$ cat src/rtl/reg_scoreboard.sv
`default_nettype none
// ============================================================================
//  Module   : reg_scoreboard
//  Purpose  : Decode-stage register hazard scoreboard. Each GPR carries a
//             countdown of cycles until its pending result becomes
//             forwardable; the HI/LO multiply/divide unit carries a busy
//             countdown. An instruction in decode stalls when an operand it
//             reads is not ready by the time it consumes it, or when it
//             touches HI/LO while the unit is busy.
//  Revision : 1.0  initial release
// ----------------------------------------------------------------------------
//  Parameters
//    TNEW_MAX  largest producer latency accepted on i_id_tnew
//    MULT_CYC  busy cycles of the multiply/divide unit for mult/multu
//    DIV_CYC   busy cycles of the multiply/divide unit for div/divu
//  Ports
//    clk            clock, all state changes on the rising edge
//    reset          synchronous active-high reset
//    i_id_valid     decode holds a real instruction
//    i_id_rs/rt     source register numbers
//    i_id_tuse_rs/rt cycles until operand consumed (3 = not read)
//    i_id_wr_en     instruction writes GPR i_id_wr_addr
//    i_id_tnew      cycles until result forwardable (0 = at issue)
//    i_id_md_start  instruction starts the multiply/divide unit
//    i_id_md_div    selects DIV_CYC instead of MULT_CYC
//    i_id_md_use    instruction touches HI/LO or the md unit
//    o_stall        hold PC and F/D, bubble into E
//    o_issue        instruction advances this cycle
//    o_busy_mask    bit r set while GPR r has a pending result
//    o_md_busy      multiply/divide unit busy
//    o_stall_cnt    stall-cycle counter (only with REG_SCOREBOARD_STAT_EN)
//  Build option
//    REG_SCOREBOARD_STAT_EN  adds the 32-bit wrapping stall counter
// ============================================================================
module reg_scoreboard #(
   parameter int TNEW_MAX = 3,
   parameter int MULT_CYC = 5,
   parameter int DIV_CYC  = 10
) (
   input  logic        clk,
   input  logic        reset,
   input  logic        i_id_valid,
   input  logic [4:0]  i_id_rs,
   input  logic [4:0]  i_id_rt,
   input  logic [1:0]  i_id_tuse_rs,
   input  logic [1:0]  i_id_tuse_rt,
   input  logic        i_id_wr_en,
   input  logic [4:0]  i_id_wr_addr,
   input  logic [1:0]  i_id_tnew,
   input  logic        i_id_md_start,
   input  logic        i_id_md_div,
   input  logic        i_id_md_use,
   output logic        o_stall,
   output logic        o_issue,
   output logic [31:0] o_busy_mask,
   output logic        o_md_busy
`ifdef REG_SCOREBOARD_STAT_EN
   ,
   output logic [31:0] o_stall_cnt
`endif
);

   // Timer width covers TNEW_MAX, never narrower than the 2-bit latency
   // input so every presented latency is stored exactly.
   localparam int         c_TW     = ($clog2(TNEW_MAX + 1) > 2) ? $clog2(TNEW_MAX + 1) : 2;
   localparam logic [3:0] c_MULT   = 4'(MULT_CYC);
   localparam logic [3:0] c_DIV    = 4'(DIV_CYC);

   logic [c_TW-1:0] w_timer [32];
   logic [31:0]     w_busy;
   logic            w_rs_stall;
   logic            w_rt_stall;
   logic            w_md_stall;
   logic            w_stall;
   logic            w_issue;
   logic [c_TW-1:0] w_tnew;
   logic            w_wr_timer;
   logic [3:0]      r_md_cnt;

   assign w_tnew     = c_TW'(i_id_tnew);
   // A zero latency result is forwardable at issue, so it never arms a timer.
   assign w_wr_timer = w_issue & i_id_wr_en & (i_id_tnew != 2'd0);

   // $0 never holds a pending result.
   assign w_timer[0] = '0;
   assign w_busy[0]  = 1'b0;

   for (genvar gi = 1; gi < 32; gi++) begin : g_timer
      logic [c_TW-1:0] r_t;
      always_ff @(posedge clk) begin
         if (reset) begin
            r_t <= '0;
         end else if (w_wr_timer && (i_id_wr_addr == 5'(gi))) begin
            // The newest producer wins outright, never a maximum.
            r_t <= w_tnew;
         end else if (r_t != '0) begin
            r_t <= r_t - 1'b1;
         end
      end
      assign w_timer[gi] = r_t;
      assign w_busy[gi]  = (r_t != '0);
   end

   // tuse = 3 means "not read"; a timer can never exceed 3 by default, so
   // no separate read-enable is needed for that case.
   assign w_rs_stall = (i_id_rs != 5'd0) && (w_timer[i_id_rs] > c_TW'(i_id_tuse_rs));
   assign w_rt_stall = (i_id_rt != 5'd0) && (w_timer[i_id_rt] > c_TW'(i_id_tuse_rt));
   assign w_md_stall = i_id_md_use && (r_md_cnt != 4'd0);

   assign w_stall = ~reset & i_id_valid & (w_rs_stall | w_rt_stall | w_md_stall);
   assign w_issue = ~reset & i_id_valid & ~w_stall;

   always_ff @(posedge clk) begin
      if (reset) begin
         r_md_cnt <= 4'd0;
      end else if (w_issue && i_id_md_start) begin
         r_md_cnt <= i_id_md_div ? c_DIV : c_MULT;
      end else if (r_md_cnt != 4'd0) begin
         r_md_cnt <= r_md_cnt - 4'd1;
      end
   end

   assign o_stall     = w_stall;
   assign o_issue     = w_issue;
   assign o_busy_mask = reset ? 32'd0 : w_busy;
   assign o_md_busy   = ~reset & (r_md_cnt != 4'd0);

`ifdef REG_SCOREBOARD_STAT_EN
   logic [31:0] r_stall_cnt;
   always_ff @(posedge clk) begin
      if (reset) begin
         r_stall_cnt <= 32'd0;
      end else if (w_stall) begin
         r_stall_cnt <= r_stall_cnt + 32'd1;
      end
   end
   assign o_stall_cnt = r_stall_cnt;
`endif

endmodule
`default_nettype wire

$ cat config.mk
export PLATFORM = sky130hd
export DESIGN_NAME = reg_scoreboard
export DESIGN_NICKNAME = d
export VERILOG_FILES = /design/src/rtl/reg_scoreboard.sv
export SDC_FILE = /design/constraint.sdc
export NUM_CORES = 1
export LEC_CHECK = 0
export ABC_AREA = 0
export CAP_MARGIN = 20
export CORE_MARGIN = 2
export CORE_UTILIZATION = 40
export CTS_BUF_LIST = sky130_fd_sc_hd__clkbuf_8
export CTS_CLUSTER_SIZE = 28
export DETAILED_ROUTE_END_ITERATION = 16
export PLACE_DENSITY = 0.63
export REMOVE_ABC_BUFFERS = 1
export SYNTH_ARGS = -nofsm -noshare
export SYNTH_HDL_FRONTEND = slang
export SYNTH_SLANG_ARGS = --single-unit
$ cat constraint.sdc
create_clock -name clk -period 6.74 [get_ports clk]
set_clock_uncertainty 0.15 [all_clocks]
set_input_delay 1.348 -clock clk [delete_from_list [all_inputs] [get_ports clk]]
set_output_delay 1.348 -clock clk [all_outputs]
set_load 0.01 [all_outputs]
# Word-level counts from Yosys, hierarchy flattened
# Cells that the tools add are included.
# W data, S select, Z words.
# totals
in_bits	28
out_inout_bits	35
register_bits	66
wordCells	285
# classes
add_sub_neg	32
reduce_logical	102
eq_ne	31
n_lt_le_gt_ge	4
bitwise_logic	12
muxes	72
# op_table
op	count
$mux W2	66
$reduce_bool A2 Y1	64
$eq A5 B5 Y1 const B	16
$sub A2 B1 Y2 const B	31
$eq A5 B4 Y1 const B	8
$logic_and A1 B1 Y1	35
$mux W32	1
$bmux W2 S5	2
$eq A5 B3 Y1 const B	4
$ge A6 B6 Y1 const B	2
$mux W4	3
$not A5 Y6	2
$eq A5 B2 Y1 const B	2
$reduce_bool A5 Y1	2
$and A1 B1 Y1	6
$eq A5 B1 Y1 const B	1
$gt A2 B2 Y1	2
$reduce_bool A4 Y1	1
$sub A4 B1 Y4 const B	1
$not A1 Y1	2
$or A1 B1 Y1	2

# Longest topological paths before layout
# Gate-level depths: netlist of run 1.
# depth
depth_word	15
depth_mapped	14
mapped_depth_nobuf	11

# Least setup slack after synthesis of run 1
# OpenSTA, ideal clock, no wires.
# synth_timing
path_kind	input to output
startpoint	input i_id_rt[1]
endpoint	output o_stall
cell_stages	11
t_required_ns	5.242
path_buffers	3
setup_slack_ns	1.047
arrival_ns	4.195
path_cell_list	clkbuf_1 -> clkbuf_1 -> mux4_2 -> mux2_2 -> nand2_1 -> a41oi_1 -> ha_1 -> a222oi_1 -> a211oi_2 -> buf_2 -> nor2_1
# synth_between
elab_chain_cells	9
elab_cells_between_ends	10
cone_classes	1 x order compare; 3 x mux; 4 x bitwise; 2 x reduce/logical
# synth_rtl
item	line	source
start, declared	44	input logic [4:0] i_id_rt,
$not A5 Y6 (not written as such)	107	assign w_rt_stall = (i_id_rt != 5'd0) && (w_timer[i_id_rt] > c_TW'(i_id_tuse_rt));
$bmux W2 S5	107	
$mux W2 (not written as such) (2 in series)	107	
$gt A2 B2 Y1	107	
$logic_and A1 B1 Y1 *	107	
$or A1 B1 Y1 * (2 in series)	110	assign w_stall = ~reset & i_id_valid & (w_rs_stall | w_rt_stall | w_md_stall);
$and A1 B1 Y1 *	110	
end, declared	53	output logic o_stall,
# Mark *: on every way between the ends. The rest lies on a longest branch, timed or not. The select of a mux whose other input is x is not followed.

# Worst setup path in the final report of run 1
# layout_timing
startpoint	input i_id_rt[1]
endpoint	output o_issue
# layout_between
elab_chain_cells	11
elab_cells_between_ends	12
cone_classes	1 x order compare; 3 x mux; 6 x bitwise; 2 x reduce/logical
# layout_rtl
item	line	source
$not A5 Y6 (not written as such)	107	
$bmux W2 S5	107	
$mux W2 (not written as such) (2 in series)	107	
$gt A2 B2 Y1	107	
$logic_and A1 B1 Y1 *	107	
$or A1 B1 Y1 * (2 in series)	110	
$and A1 B1 Y1 *	110	
$not A1 Y1 *	111	assign w_issue = ~reset & i_id_valid & ~w_stall;
$and A1 B1 Y1 *	111	
end, declared	54	output logic o_issue,
# Marks and branches as above.

==> metrics.yaml, run 1 <==
run_status:
  result_of_the_run: "finished, final reports clean"
power:
  p_int_mw: 1.33
  switching_share: 0.399
  power.net_switching_mw: 0.884
  worst_ir_drop_vdd_mv: 0.125
  power.share.sequential: 0.303
  power.share.clock: 0.172
  p_per_area_nw_per_um2: 353
  static-leakage-power_nw: 2.57
  finalPower_mw: 2.22
  combinational_cell_fraction_of_total_power: 0.525
job:
  max_cap_violations: 0
worst_setup_path:
  worstSetupPathType: "input pin to primary output"
  worst_path_max_delay_cell: "a222oi_1"
  startpoint_of_the_worst_setup_timing_path: "i_id_rt[1]"
  worst_setup_path_endpoint: "o_issue"
  r2r-end: "g_timer[3].r_t[1]"
  delay_of_the_slowest_cell_on_the_worst_path_ns: 0.56
  worst_setup_path_start_kind: "input pin"
  worst-r2r-setup-slack_ns: 3.23
  worst-r2r-cell-count: 11
  worstReg2RegStart: "g_timer[15].r_t[0]"
  worstPathRequired_ns: 5.24
  crit_chain: "clkdlybuf4s50_1 -> buf_4 -> mux4_2 -> mux2_2 -> a211oi_1 -> a41oi_1 -> ha_1 -> a222oi_1 -> a211o_2 -> nor2_1 -> clkdlybuf4s50_1"
  critical_path_arrival_ns: 4.93
  end_kind: "primary output"
  timing.critical_path.mode_cell: "clkdlybuf4s50_1"
  worstPathMaxFanout: 17
clocking:
  max-clock-path-buffers: 2
  clock_net_sink_count: 66
  cts-hold-fix-buffers: 0
  clk_pin_slew_ns: 0.07
  cts.root.buffer_cell: "clkbuf_8"
  cts_made_buffers: 9
  tritoncts: "done"
  ctsHtreeMaxLevel: 3
  worstSkewPairLatency_ns: 0.37
  cts_setup_buffers: 0
  cts_resized: 0
sta:
  setup_tns_ns: 0
  final_critical_delay_including_setup_and_external_delays_ns: 6.43
  hold_ws_ns: 0.497
  timing_hold_violations_final: 0
  period_share: 0.954
  max-slew-margin-rel: 0.262
  final_max_slew_viol_count: 0
  fmax_mhz: 155
  setup_viol_count_final: 0
  unrepaired_setup_endpoints_after_global_routing: "no"
  tightestPinTransition_ns: 1.10
synth:
  post-synth-top-area-fraction: 0.249
  synth.yosys.seq_area_share: 0.249
  number_of_synthesized_flops_with_an_enable_pin: 0
  synth_cells: 628
  yosysWarnings: 0
  synth_most_common_cell: "nor2_1"
  synth_seq_cells: 66
  synth.top_cells.by_count: "nor2_1, inv_1, dfxtp_1"
  synth.cell_area_um2: 5300
  ys_types: 48
  netlist_top_cells_area: "dfxtp_1, mux2_2, nor2_1"
  postSynthAreaPerCell_um2: 8.44
  synth_async_sr_flop_share: 0
  yosysTopAreaCell: "dfxtp_1"
  synth_top_flop_cell: "dfxtp_1"
worst_hold_path:
  worstHoldPathType: "flop to flop"
  hold_path.startpoint: "r_md_cnt[0]"
floorplan:
  start_util: 0.405
  design.die.area_um2: 14200
  coreArea_um2: 13100
  placement_rows: 42
  num_io_pins: 63
  die_x_um: 119
  die_height_um: 119
layout:
  fin_cells: 854
  proportion_of_layout_cells_with_a_drive_suffix_above_1: 0.173
  final_net_count: 737
  n_antenna_cell: 0
  area_delta_synth_final_pct: 18.4
placed_design:
  place_hpwl_um: 10600
  place.port_buffers: 61
  place.detailed.instances: 838
  gp_congestion: 0.931
global_route:
  globalRoute.totalOverflow: 0
  grt_antenna_before_repair: 0
  wire_length_of_the_first_global_routing_pass_um: 23500
  first_global_vias: 4693
  track_usage: 0.210
  grt_start_max_net_pins: 102
drt:
  drt-total-wl_um: 14400
  drt_pass1_iterations: 5
  ant_nets: 0
  routed_wire_length_per_instance_um: 16.9
  detail_route.drc_violations: 0
  post_drt_via_cell_ratio: 5.43
  drt_iter0_markers: 285
  dr_total_vias: 4633
critical path: cells and delay by family:
kind / cells / cell delay (ns)
buffers and inverters: 3 / 1.22
AOI/OAI and AO/OA: 4 / 1.15
muxes: 2 / 0.83
adders and majority gates: 1 / 0.31
and+or+nand+nor: 1 / 0.07
per-layer routing:
metal | part of all wire | wire [µm] | vias up | global-route usage
met3 | 0.050 | 716 | 26 | 0.0383
met1 | 0.45 | 6430 | 2222 | 0.269
met5 | 0 | 0 | - | 0
met4 | 0.022 | 315 | 0 | 0.0863
met2 | 0.48 | 6970 | 138 | 0.349
li1 | - | - | 2247 | -
worst min path at each step:
stage / endpoint / cells after the start
floorplan: r_md_cnt[0] / 3
global placement: r_md_cnt[0] / 3
detailed placement: r_md_cnt[0] / 3
CTS: r_md_cnt[0] / 3
global route: r_md_cnt[0] / 3
finish: r_md_cnt[0] / 3
power by group through the flow:
| stage | combinational, mW | sequential [mW] | clock [mW] |
|---|---|---|---|
| final | 1.16 | 0.673 | 0.382 |
| after global routing | 1.31 | 0.688 | 0.405 |
| after CTS | 1.17 | 0.669 | 0.387 |
| after detailed placement | 1.16 | 0.678 | 0 |
| after global placement | 1.10 | 0.670 | 0 |
| after floorplan | 0.852 | 0.615 | 0 |
area by class of cell:
class | instances | area [µm²]
Timing Repair Buffer | 70 | 688
Clock inverter | 6 | 81.3
Fill cell | 1211 | 6810
Tap cell | 176 | 220
Inverter | 70 | 263
Multi-Input combinational cell | 456 | 3570
Sequential cell | 66 | 1320
Clock buffer | 10 | 138
state kept, by name, summed over array words and instances (netlist names):
signal,cells
r_md_cnt,4
g_timer.r_t,62
cells in the final DEF, fill, tap and decap left out, types with 4 or more instances in the layout:
master and n:
a21oi_1 35, a221oi_1 4, buf_4 9, clkbuf_8 10, clkdlybuf4s50_1 60, dfxtp_1 66
ha_1 36, inv_1 71, mux2_2 65, mux2i_1 8, mux4_1 4, mux4_2 22
nand2_1 13, nand2b_1 5, nand3_1 11, nand4_1 22, nor2_1 140, nor2b_1 13
nor3_1 4, o21ai_0 13, xor2_1 31
metrics by stage:
stage	util	worst slack [ns]	area (µm²)
2_1_floorplan	-	1.26	5150
3_3_place_gp	0.463	0.377	6060
3_5_place_dp	0.463	0.330	6060
4_1_cts	0.480	0.319	6280
5_1_grt	0.480	0.0576	6280
6_report	0.480	0.308	6280
cell families after synthesis:
family	synth area share
simple gates	0.189
buf+inv	0.0781
mux	0.271
compound gates	0.0746
flops	0.249
fa+ha+maj	0.0849
xor+xnor	0.0529
other cells	0.000707
(Power assumes the default switching activity.)
==> run 2: changes to the inputs <==
--- a/config.mk
+++ b/config.mk
@@ -7,9 +7,8 @@
 export LEC_CHECK = 0
 export ABC_AREA = 0
 export CAP_MARGIN = 20
-export CORE_MARGIN = 2
+export CORE_MARGIN = 8
 export CORE_UTILIZATION = 40
-export CTS_BUF_LIST = sky130_fd_sc_hd__clkbuf_8
 export CTS_CLUSTER_SIZE = 28
 export DETAILED_ROUTE_END_ITERATION = 16
 export PLACE_DENSITY = 0.63
==> run 2 against run 1 <==
Against the previous run:
- sequential power is 0.7% lower
- sequential share of layout area fell by 0.40 points
- cell count grew 0.35%
- clock power is 34% higher
- final area up 2.0%
- worst hold slack better by 0.013 ns
- highest routed layer unchanged
- maximum frequency is 0.45% higher
- die area up 21%
- largest power group unchanged
- wire length up 0.11%
- via count shrank 0.93%
==> metrics.yaml, run 2 (same netlist as run 1, synthesis figures left out) <==
worst_setup_path:
  end_kind: "primary output"
  worstSetupPathType: "input pin to primary output"
  worst_setup_path_start_kind: "input pin"
  critical_path_arrival_ns: 4.91
  worstPathMaxFanout: 17
  worstPathRequired_ns: 5.24
clocking:
  ctsHtreeMaxLevel: 3
  clock_net_sink_count: 66
  cts.root.buffer_cell: "clkbuf_16"
  cts-hold-fix-buffers: 0
  clk_pin_slew_ns: 0.05
  max-clock-path-buffers: 2
  cts_setup_buffers: 0
  cts_resized: 0
  cts_made_buffers: 9
  worstSkewPairLatency_ns: 0.34
  tritoncts: "done"
sta:
  fmax_mhz: 156
  setup_viol_count_final: 0
  final_max_slew_viol_count: 0
  unrepaired_setup_endpoints_after_global_routing: "no"
  final_critical_delay_including_setup_and_external_delays_ns: 6.40
  tightestPinTransition_ns: 0.792
  timing_hold_violations_final: 0
  period_share: 0.950
  max-slew-margin-rel: 0.471
  setup_tns_ns: 0
layout:
  most_frequent_cells_in_the_layout: "nor2_1, inv_1, dfxtp_1"
  largestRegisters: "g_timer.r_t: 62 flops, r_md_cnt: 4 flops"
  final_net_count: 741
  proportion_of_layout_cells_with_a_drive_suffix_above_1: 0.175
  mostFrequentLayoutCell: "nor2_1"
  largest-register: "g_timer.r_t"
  largest_reg_flops: 62
  final_core_utilization: 0.489
  n_antenna_cell: 0
  area_delta_synth_final_pct: 20.7
  post_route_cell_area_um2: 6400
power:
  static-leakage-power_nw: 2.63
  worst_ir_drop_vdd_mv: 0.117
  p_per_area_nw_per_um2: 366
drt:
  ant_nets: 0
  dr_total_vias: 4590
  detail_route.drc_violations: 0
  drt_iter0_markers: 363
  post_drt_via_cell_ratio: 5.36
  drt_pass1_iterations: 5
  drt-total-wl_um: 14400
  routed_wire_length_per_instance_um: 16.9
placed_design:
  place.port_buffers: 61
  place_hpwl_um: 10800
  gp_congestion: 0.908
  dpl-instance-area_um2: 6070
worst_hold_path:
  worstHoldPathType: "flop to flop"
floorplan:
  placement_rows: 42
  die_height_um: 131
  start_util: 0.405
  design.die.area_um2: 17200
  die_x_um: 131
  coreArea_um2: 13100
  num_io_pins: 63
job:
  max_cap_violations: 0
global_route:
  wire_length_of_the_first_global_routing_pass_um: 23400
  first_global_vias: 4549
  grt_antenna_before_repair: 0
  grt_start_max_net_pins: 78
  track_usage: 0.168
  globalRoute.totalOverflow: 0
run_status:
  result_of_the_run: "finished, final reports clean"
[run 2: changes by cell type in the layout (fill, tap and decap cells not counted)]
| cell | previous run | this run |
|---|---|---|
| clkinvlp_4 | 1 | 0 |
| clkinv_2 | 2 | 0 |
| buf_6 | 0 | 1 |
| clkbuf_16 | 0 | 9 |
| clkbuf_1 | 0 | 2 |
| clkbuf_8 | 10 | 2 |
| buf_12 | 1 | 0 |
| inv_1 | 71 | 70 |
| buf_4 | 9 | 13 |
[run 2: metal layers]
metal / vias to the layer above / GRT usage / wire (µm)
li1: 2260 / - / -
met1: 2193 / 0.206 / 6370
met2: 124 / 0.279 / 6980
met3: 13 / 0.0385 / 902
met4: 0 / 0.0639 / 195
met5: - / 0 / 0
[run 2: area by class of cell]
class | count | area [µm²]
clock buffers | 13 | 260
clock inverters | 2 | 60.1
fillers | 1221 | 6680
inverters | 70 | 263
multi-input cells | 456 | 3570
flip-flops and latches | 66 | 1320
well taps | 176 | 220
repair buffers | 74 | 709
[run 2: path summary, 6_finish.rpt]
kind | slack (ns) | endpoint | start | cells past startpoint
worst max-delay path | 0.34 | o_issue | i_id_rt[1] | 11
worst min-delay path | 0.51 | r_md_cnt[0] | r_md_cnt[0] | 3
worst max register to register | 3.27 | g_timer[4].r_t[1] | g_timer[15].r_t[1] | 10
worst min register to register | 0.51 | r_md_cnt[0] | r_md_cnt[0] | 3
[run 2: stage by stage]
stage	cells	hold WS (ns)	power, mW	setup WS (ns)
detailed placement	841	0.484	1.84	0.319
global placement	841	0.460	1.78	0.379
CTS	856	0.495	2.36	0.301
global route	857	0.537	2.52	0.171
finish	857	0.510	2.35	0.337
floorplan	592	0.409	1.47	1.26
[run 2: worst max-delay path, stage by stage]
cell and delay (ns):
clkdlybuf4s50_1 0.47, buf_4 0.26, mux4_2 0.52, mux2_2 0.28
a211oi_1 0.23, a41oi_1 0.07, ha_1 0.31, a222oi_1 0.56
a211o_2 0.29, nor2_1 0.07, clkdlybuf4s50_1 0.48
[run 2: report_power, final]
| group | switching [mW] | internal (mW) | leakage [nW] | total, mW |
|---|---|---|---|---|
| clock | 0.169 | 0.342 | 0.156 | 0.511 |
| combinational | 0.567 | 0.600 | 1.93 | 1.17 |
| sequential | 0.147 | 0.520 | 0.546 | 0.668 |
==> run 3: changes to the inputs <==
--- a/config.mk
+++ b/config.mk
@@ -8,10 +8,10 @@
 export ABC_AREA = 0
 export CAP_MARGIN = 20
 export CORE_MARGIN = 8
-export CORE_UTILIZATION = 40
+export CORE_UTILIZATION = 48
 export CTS_CLUSTER_SIZE = 28
 export DETAILED_ROUTE_END_ITERATION = 16
-export PLACE_DENSITY = 0.63
+export PLACE_DENSITY = 0.73
 export REMOVE_ABC_BUFFERS = 1
 export SYNTH_ARGS = -nofsm -noshare
 export SYNTH_HDL_FRONTEND = slang
==> run 3 against run 2 <==
Against the previous run:
- worst setup slack lost 0.11 ns
- register-to-register slack lost 0.06 ns
- via count is 2.0% higher
- sequential power hardly changed
- non-clock buffer count down 4
==> metrics.yaml, run 3 (same netlist as run 1, synthesis figures left out) <==
global_route:
  grt_antenna_before_repair: 0
  first_global_vias: 4726
  grt_start_max_net_pins: 102
  wire_length_of_the_first_global_routing_pass_um: 23400
  track_usage: 0.200
  globalRoute.totalOverflow: 0
worst_setup_path:
  worstPathRequired_ns: 5.24
  critical_path_arrival_ns: 5.02
  worstPathMaxFanout: 17
  worst_setup_path_start_kind: "input pin"
  worst-r2r-cell-count: 10
  worstSetupPathType: "input pin to primary output"
  end_kind: "primary output"
sta:
  fmax_mhz: 154
  timing_hold_violations_final: 0
  setup_tns_ns: 0
  final_max_slew_viol_count: 0
  unrepaired_setup_endpoints_after_global_routing: "no"
  final_critical_delay_including_setup_and_external_delays_ns: 6.51
  hold_ws_ns: 0.468
  max-slew-margin-rel: 0.245
  period_share: 0.966
  setup_viol_count_final: 0
  tightestPinTransition_ns: 1.13
placed_design:
  place.port_buffers: 61
  place_hpwl_um: 10400
  place.detailed.instances: 802
  gp_congestion: 0.904
drt:
  post_drt_via_cell_ratio: 5.72
  detail_route.drc_violations: 0
  dr_total_vias: 4680
  ant_nets: 0
  routed_wire_length_per_instance_um: 17.4
  drt_pass1_iterations: 6
  drt-total-wl_um: 14200
  drt_iter0_markers: 280
clocking:
  cts_setup_buffers: 0
  cts_resized: 0
  max-clock-path-buffers: 2
  clock_net_sink_count: 66
  clk_pin_slew_ns: 0.07
  cts_made_buffers: 9
  cts.root.buffer_cell: "clkbuf_8"
  tritoncts: "done"
  cts-hold-fix-buffers: 0
  worstSkewPairLatency_ns: 0.35
  ctsHtreeMaxLevel: 3
layout:
  proportion_of_layout_cells_with_a_drive_suffix_above_1: 0.170
  largest-register: "g_timer.r_t"
  most_frequent_cells_in_the_layout: "nor2_1, inv_1, dfxtp_1"
  n_antenna_cell: 0
  fin_cells: 818
  final_net_count: 737
  area_delta_synth_final_pct: 17.2
  largestRegisters: "g_timer.r_t: 62 flops, r_md_cnt: 4 flops"
  largest_reg_flops: 62
  mostFrequentLayoutCell: "nor2_1"
  final_core_utilization: 0.576
floorplan:
  die_height_um: 121
  placement_rows: 38
  coreArea_um2: 10800
  start_util: 0.491
  design.die.area_um2: 14700
  num_io_pins: 63
  die_x_um: 121
run_status:
  result_of_the_run: "finished, final reports clean"
power:
  finalPower_mw: 2.18
  p_per_area_nw_per_um2: 351
  worst_ir_drop_vdd_mv: 0.178
  static-leakage-power_nw: 2.56
job:
  max_cap_violations: 0
worst_hold_path:
  worstHoldPathType: "flop to flop"
  hold_path_depth: 3
==> run 3: per-layer routing <==
layer  wire length (µm)  part of all wire  vias to the layer above  track usage
met1               6060              0.43                     2239        0.240
met3                844             0.059                       25       0.0330
li1                   -                 -                     2251            -
met4                404             0.028                        0        0.109
met2               6930              0.49                      165        0.335
met5                  0                 0                        -            0
==> run 3: worst max-delay path: stages <==
cell and delay [ns]:
clkdlybuf4s50_1 0.48, buf_4 0.26, mux4_2 0.53, mux2_2 0.28, a211oi_1 0.24, a41oi_1 0.09, ha_1 0.32, a222oi_1 0.59
a211o_2 0.31, nor2_1 0.07, clkdlybuf4s50_1 0.49
==> run 3: stage by stage <==
stage	instance area [µm²]	setup WS [ns]
6_report	6210	0.226
2_1_floorplan	5150	1.26
3_5_place_dp	6010	0.261
3_3_place_gp	6010	0.312
4_1_cts	6210	0.259
5_1_grt	6210	0.0784
==> run 3: cell type report <==
| type | instances | area, µm² |
|---|---|---|
| clock inverters | 2 | 35.0 |
| multi-input cells | 456 | 3570 |
| inverters | 70 | 263 |
| fillers | 946 | 4580 |
| well taps | 140 | 175 |
| clock buffers | 14 | 163 |
| repair buffers | 70 | 688 |
| flip-flops and latches | 66 | 1320 |
==> run 3: where the power goes <==
group / internal (mW) / leakage, nW / switching (mW) / total [mW]
registers: 0.519 / 0.546 / 0.148 / 0.667
logic: 0.599 / 1.91 / 0.573 / 1.17
clock network: 0.191 / 0.101 / 0.150 / 0.341
total: 1.31 / 2.56 / 0.870 / 2.18
==> run 3: path summary, 6_finish.rpt <==
check	start	to	slack (ns)
max	i_id_rt[1]	o_issue	0.23
min	r_md_cnt[0]	r_md_cnt[0]	0.47
max reg2reg	g_timer[14].r_t[1]	g_timer[4].r_t[1]	3.21
min reg2reg	r_md_cnt[0]	r_md_cnt[0]	0.47
